`src/rtl/cdu_count_receiver.sv`:
```
`timescale 1ns/1ps
// cdu_count_receiver
// AGC-side receiver for one CDU channel. Synchronizes the CDU's asynchronous
// plus/minus angle-increment pulses, accumulates them into a wrapping two's
// complement counter, and serves snapshots over a request/valid handshake.
// Also drives the AGC-to-CDU command levels and runs the zero sequence that
// clears the counter in step with the CDU read counter.
//
// Ports:
//   CLOCKH    system clock (rising edge)
//   rst_n     asynchronous active-low reset
//   ATpPGH    async plus-increment pulse from CDU
//   ATmPGH    async minus-increment pulse from CDU
//   zero_req  one-cycle request to start the zero sequence
//   ca_en     coarse-align enable level
//   eec_en    error-counter enable level
//   rd_req    one-cycle counter read request
//   AGCZ      zero command to CDU (high ZPULSE cycles per zero)
//   AGCCA     registered coarse-align command
//   AGCEEC    registered error-counter enable, low while zeroing
//   z_busy    high while the zero sequence is active
//   rd_valid  one-cycle read strobe
//   rd_data   counter snapshot
//   ovf       sticky wrap flags {neg, pos}
module cdu_count_receiver #(
    parameter int WIDTH   = 15,
    parameter int ZPULSE  = 8,
    parameter int ZSETTLE = 4
) (
    input  logic             CLOCKH,
    input  logic             rst_n,
    input  logic             ATpPGH,
    input  logic             ATmPGH,
    input  logic             zero_req,
    input  logic             ca_en,
    input  logic             eec_en,
    input  logic             rd_req,
    output logic             AGCZ,
    output logic             AGCCA,
    output logic             AGCEEC,
    output logic             z_busy,
    output logic             rd_valid,
    output logic [WIDTH-1:0] rd_data,
    output logic [1:0]       ovf
);

    localparam logic [1:0] ST_IDLE   = 2'b00;
    localparam logic [1:0] ST_ZERO   = 2'b01;
    localparam logic [1:0] ST_SETTLE = 2'b10;

    localparam int ZMAX = (ZPULSE > ZSETTLE) ? ZPULSE : ZSETTLE;
    localparam int CW   = $clog2(ZMAX + 1);

    localparam logic signed [WIDTH-1:0] CNT_MAX = {1'b0, {(WIDTH-1){1'b1}}};
    localparam logic signed [WIDTH-1:0] CNT_MIN = {1'b1, {(WIDTH-1){1'b0}}};
    localparam logic signed [WIDTH-1:0] CNT_ONE = {{(WIDTH-1){1'b0}}, 1'b1};

    // Bit 0 carries the plus channel, bit 1 the minus channel.
    logic [1:0]              pgh_p0;
    logic [1:0]              pgh_p1;
    logic [1:0]              pgh_p2;
    logic [1:0]              evt;

    logic signed [WIDTH-1:0] count;
    logic [1:0]              ovf_q;
    logic [1:0]              ovf_snap;
    logic [1:0]              state;
    logic [1:0]              state_nxt;
    logic [CW-1:0]           zcnt;
    logic [CW-1:0]           zcnt_nxt;
    logic                    cnt_live;

    // Wrapping single-step update; simultaneous plus and minus cancel.
    function automatic logic signed [WIDTH-1:0] count_step(
        input logic signed [WIDTH-1:0] c,
        input logic                    up,
        input logic                    dn
    );
        if (up && !dn)
            return c + CNT_ONE;
        else if (dn && !up)
            return c - CNT_ONE;
        else
            return c;
    endfunction

    // Which wrap (if any) this step causes: {neg, pos}.
    function automatic logic [1:0] wrap_flags(
        input logic signed [WIDTH-1:0] c,
        input logic                    up,
        input logic                    dn
    );
        return {dn && !up && (c == CNT_MIN), up && !dn && (c == CNT_MAX)};
    endfunction

    // Stage p0/p1: two-flop synchronizer; stage p2: history for edge detect.
    always_ff @(posedge CLOCKH or negedge rst_n) begin
        if (!rst_n) begin
            pgh_p0 <= 2'b00;
            pgh_p1 <= 2'b00;
            pgh_p2 <= 2'b00;
        end else begin
            pgh_p0 <= {ATmPGH, ATpPGH};
            pgh_p1 <= pgh_p0;
            pgh_p2 <= pgh_p1;
        end
    end

    assign evt = pgh_p1 & ~pgh_p2;

    // Zero sequencer: ZERO holds AGCZ for ZPULSE cycles, SETTLE absorbs
    // the CDU's post-zero transients for ZSETTLE cycles.
    always_comb begin
        state_nxt = state;
        zcnt_nxt  = zcnt;
        case (state)
            ST_IDLE: begin
                if (zero_req) begin
                    state_nxt = ST_ZERO;
                    zcnt_nxt  = '0;
                end
            end
            ST_ZERO: begin
                if (zcnt == CW'(ZPULSE - 1)) begin
                    state_nxt = (ZSETTLE == 0) ? ST_IDLE : ST_SETTLE;
                    zcnt_nxt  = '0;
                end else begin
                    zcnt_nxt = zcnt + 1'b1;
                end
            end
            ST_SETTLE: begin
                if (zcnt == CW'(ZSETTLE - 1)) begin
                    state_nxt = ST_IDLE;
                    zcnt_nxt  = '0;
                end else begin
                    zcnt_nxt = zcnt + 1'b1;
                end
            end
            default: begin
                state_nxt = ST_IDLE;
                zcnt_nxt  = '0;
            end
        endcase
    end

    // Counting only happens in IDLE when no zero is being launched.
    assign cnt_live = (state == ST_IDLE) && !zero_req;

    // Counter, flags, read snapshot and command registers.
    always_ff @(posedge CLOCKH or negedge rst_n) begin
        if (!rst_n) begin
            state    <= ST_IDLE;
            zcnt     <= '0;
            count    <= '0;
            ovf_q    <= 2'b00;
            ovf_snap <= 2'b00;
            rd_data  <= '0;
            rd_valid <= 1'b0;
            AGCCA    <= 1'b0;
            AGCEEC   <= 1'b0;
        end else begin
            state    <= state_nxt;
            zcnt     <= zcnt_nxt;
            rd_valid <= rd_req;
            AGCCA    <= ca_en;
            AGCEEC   <= eec_en && (state_nxt == ST_IDLE);

            // Snapshot takes pre-update values; flags clear on the read
            // edge, but a wrap on that same edge re-sets them.
            if (rd_req) begin
                rd_data  <= count;
                ovf_snap <= ovf_q;
            end

            if (cnt_live) begin
                count <= count_step(count, evt[0], evt[1]);
                ovf_q <= (rd_req ? 2'b00 : ovf_q) | wrap_flags(count, evt[0], evt[1]);
            end else begin
                count <= '0;
                ovf_q <= 2'b00;
            end
        end
    end

    assign AGCZ   = (state == ST_ZERO);
    assign z_busy = (state != ST_IDLE);
    // During the read strobe show the flags as they were before the clear.
    assign ovf    = rd_valid ? ovf_snap : ovf_q;

endmodule

```
`config.mk`:
```
export PLATFORM = sky130hd
export DESIGN_NAME = cdu_count_receiver
export DESIGN_NICKNAME = d
export VERILOG_FILES = /design/src/rtl/cdu_count_receiver.sv
export SDC_FILE = /design/constraint.sdc
export NUM_CORES = 1
export LEC_CHECK = 0
export ABC_AREA = 1
export CAP_MARGIN = 20
export CORE_ASPECT_RATIO = 1.1
export CORE_MARGIN = 2
export CORE_UTILIZATION = 57
export DETAILED_ROUTE_END_ITERATION = 6
export PLACE_DENSITY = 0.85
export SLEW_MARGIN = 20
export SYNTH_ARGS = -nofsm -noshare
export SYNTH_HDL_FRONTEND = slang
export SYNTH_SLANG_ARGS = --single-unit
```
`constraint.sdc`:
```
create_clock -name CLOCKH -period 2.1 [get_ports CLOCKH]
set_input_delay 0.315 -clock CLOCKH [delete_from_list [all_inputs] [get_ports CLOCKH]]
set_output_delay 0.315 -clock CLOCKH [all_outputs]
set_load 0.02 [all_outputs]
```
==> results.sh <==
export IMPL_switching_share_pct=44.4
export IMPL_start_util_pct=58.4
export IMPL_hp_class="flip-flop to flip-flop"
export IMPL_final_setup_viol_count=0
export IMPL_fin_cells=479
export IMPL_finalHoldViolations=0
export IMPL_finClkSkew_ps=4.91
export IMPL_portBuffers=29
export IMPL_clock_tree_buffer_depth=2
export IMPL_first_iter_violations=166
export IMPL_netlist_area_mm2=0.00290
export IMPL_dr_pass1_iters=4
export IMPL_relSlewSlack_pct=77.3
export IMPL_p_switching_mw=1.99
export IMPL_internal_power_mw=2.49
export IMPL_crit_fanout=19
export IMPL_layout_common_cells="nand2_1, inv_1, dfrtp_1, clkdlybuf4s50_1, o21ai_0"
export IMPL_final_common_cell="nand2_1"
export IMPL_cap_violations=0
export IMPL_worst_setup_path_type="flip-flop to flip-flop"
export IMPL_rows=27
export IMPL_power_density_mw_per_mm2=1280
export IMPL_setup_ws_ps=73.6
export IMPL_grt_pass1_wl_um=11100
export IMPL_synthCells=383
export IMPL_core_area_mm2=0.00497
export IMPL_drive_gt1_share_pct=10.5
export IMPL_pwr_share_clk_pct=14.6
export IMPL_areaGrowthSynthToFinish_pct=20.7
export IMPL_dp_slack_ps=142
export IMPL_synth_seq_cells=49
export IMPL_status="finished, final reports clean"
export IMPL_grt_pass1_vias=2550
export IMPL_synth_area_per_cell_um2=7.58
export IMPL_grt_ovfl_total=0
export IMPL_period_share_pct=96.5
export IMPL_ant_nets=0
export IMPL_clock_root_buffer="clkbuf_8"
export IMPL_p_leak_nw=1.77
export IMPL_fmax_mhz=493
export IMPL_grtUsageTotal_pct=24.5
export IMPL_nFillCells=385
export IMPL_end_kind="flip-flop"
export IMPL_num_io_pins=30
export IMPL_htreeDepth=2
export IMPL_ys_seq_area_share_pct=42.3
export IMPL_num_vias=2565
export IMPL_cts_buffers=5
export IMPL_die_height_um=78.8
export IMPL_worstMarginPinSlew_ps=340
export IMPL_cts_tree="built"
export IMPL_arrival_ps=2220
export IMPL_yosysWarnings=0
export IMPL_critPathRequiredTime_ps=2300
export IMPL_via_per_inst=5.35
export IMPL_fin_nets=450
export IMPL_wl_per_cell_um=13.7
export IMPL_fin_crit_ps=2030
export IMPL_die_area_mm2=0.00568
export IMPL_antenna_cells=0
export IMPL_peakVddDrop_uv=533
export IMPL_finalPower_mw=4.49
export IMPL_slew_viol_final=0
export IMPL_syn_nets=412
export IMPL_die_x_um=72.0
export IMPL_grt_antenna_before_repair=0
export IMPL_synth_distinct_cells=29
export IMPL_cts_sinks=49
export IMPL_dp_hpwl_um=4800
export IMPL_final_util_pct=70.5
export IMPL_clk_latency_ps=300
export IMPL_rsz0062_at_grt="yes"
export IMPL_combPwrFrac_pct=53.8
export IMPL_dp_cells=470
export IMPL_cp_start_kind="flip-flop"
export IMPL_grt_max_degree=50
export IMPL_gp_congestion=0.873
export IMPL_p_seq_share_pct=31.6
export IMPL_drc=0
export IMPL_totalWireLength_um=6560
export IMPL_clk_transition_reported_paths_ps=90
==> worst max-delay path, stage by stage (launching register included) <==
cell     delay, ps
dfrtp_1        410
nand2_2         80
nand3_2         70
buf_12         180
ha_2           380
nand2_1        120
nor2_2         180
inv_1           60
nor2_1         100
nand2_1         80
nand2_1         70
nand2_1         60
nand3_1         80
nand2_1         50
==> path summary, 6_finish.rpt <==
path / start / end / slack [ps] / depth (start not counted)
min in group asynchronous: rst_n / AGCCA / 510 / 3
worst min-delay path: pgh_p0[0] / pgh_p1[0] / 350 / 0
worst max register to register: pgh_p1[1] / count[14] / 70 / 13
worst max-delay path: pgh_p1[1] / count[14] / 70 / 13
worst min register to register: pgh_p0[0] / pgh_p1[0] / 350 / 0
max in group asynchronous: rst_n / rd_data[14] / 1370 / 3
==> per-layer routing <==
layer	global-route usage (%)	vias to the layer above	share of wire, %	wire length [um]
li1	-	1274	-	-
met1	31.3	1216	44	2920
met2	41.3	63	50	3310
met3	3.43	12	3.1	205
met4	10.6	0	2.0	133
met5	0	-	0	0
==> Yosys cell counts <==
cell type / number / share of area [%]
dfrtp_1: 49 / 42
nor2_4: 1 / 0.39
clkbuf_1: 3 / 0.39
a211oi_1: 1 / 0.26
nand2_2: 2 / 0.43
nor3_1: 2 / 0.34
inv_4: 1 / 0.22
inv_1: 70 / 9.1
nand3_4: 1 / 0.60
nand3_1: 20 / 3.4
xnor2_1: 3 / 0.91
inv_2: 3 / 0.39
nand2_1: 119 / 15
a22oi_1: 1 / 0.26
nor2_8: 1 / 0.69
buf_6: 1 / 0.39
o21ai_1: 2 / 0.34
nor4_1: 2 / 0.43
nand4_1: 8 / 1.7
nand3b_1: 2 / 0.52
o22ai_1: 3 / 0.65
fa_1: 1 / 0.69
o22ai_2: 2 / 0.86
nor3_2: 1 / 0.34
o21ai_0: 24 / 4.1
nand3_2: 2 / 0.69
nor2_1: 23 / 3.0
ha_1: 20 / 8.6
a21oi_1: 15 / 2.6
==> power groups by stage <==
stage | registers, mW | clock network (mW) | logic, mW
2_1_floorplan | 1.50 | 0 | 1.44
3_3_place_gp | 1.40 | 0 | 2.14
3_5_place_dp | 1.41 | 0 | 2.24
4_1_cts | 1.40 | 0.660 | 2.26
5_1_grt | 1.45 | 0.696 | 2.71
6_report | 1.42 | 0.657 | 2.41
==> metrics by stage <==
step	setup TNS (ps)	area, um^2	hold WS [ps]
4_1_cts	0	3410	357
5_1_grt	-111	3500	376
6_report	0	3500	354
3_3_place_gp	0	3290	319
3_5_place_dp	0	3290	318
2_1_floorplan	0	2900	19.4
==> flip-flops by register name (all words and copies together), names as in the netlist <==
register and cells:
state 2, rd_valid 1, pgh_p2 2, count 15
AGCCA 1, ovf_snap 2, zcnt 4, AGCEEC 1
rd_data 15, pgh_p1 2, ovf_q 2, pgh_p0 2
==> cell families after synthesis <==
group	after synthesis	share of synthesized area [%]
simple gates	184	28.0
flops	49	42.3
xor+xnor	3	0.906
buf+inv	78	10.4
fa+ha+maj	21	9.31
compound gates	48	9.10
==> final cells by class <==
type	instances	area (um^2)	share of cell area [%]
clock buffers	5	68.8	1.96
clock inverters	2	35.0	1.00
inverters	74	280	8.00
multi-input cells	256	1460	41.7
flip-flops and latches	49	1230	35.0
well taps	58	72.6	2.07
repair buffers	35	360	10.3
==> repair_timing <==
| item | CTS | global route |
|---|---|---|
| hold endpoints to repair | 49 | 0 |
| endpoints found under the setup margin | 0 | 8 |
| resized for setup | 0 | 18 |
| hold buffers | 1 | 0 |
| setup buffers | 0 | 1 |
Note: power is estimated with default switching activity, not from simulation.
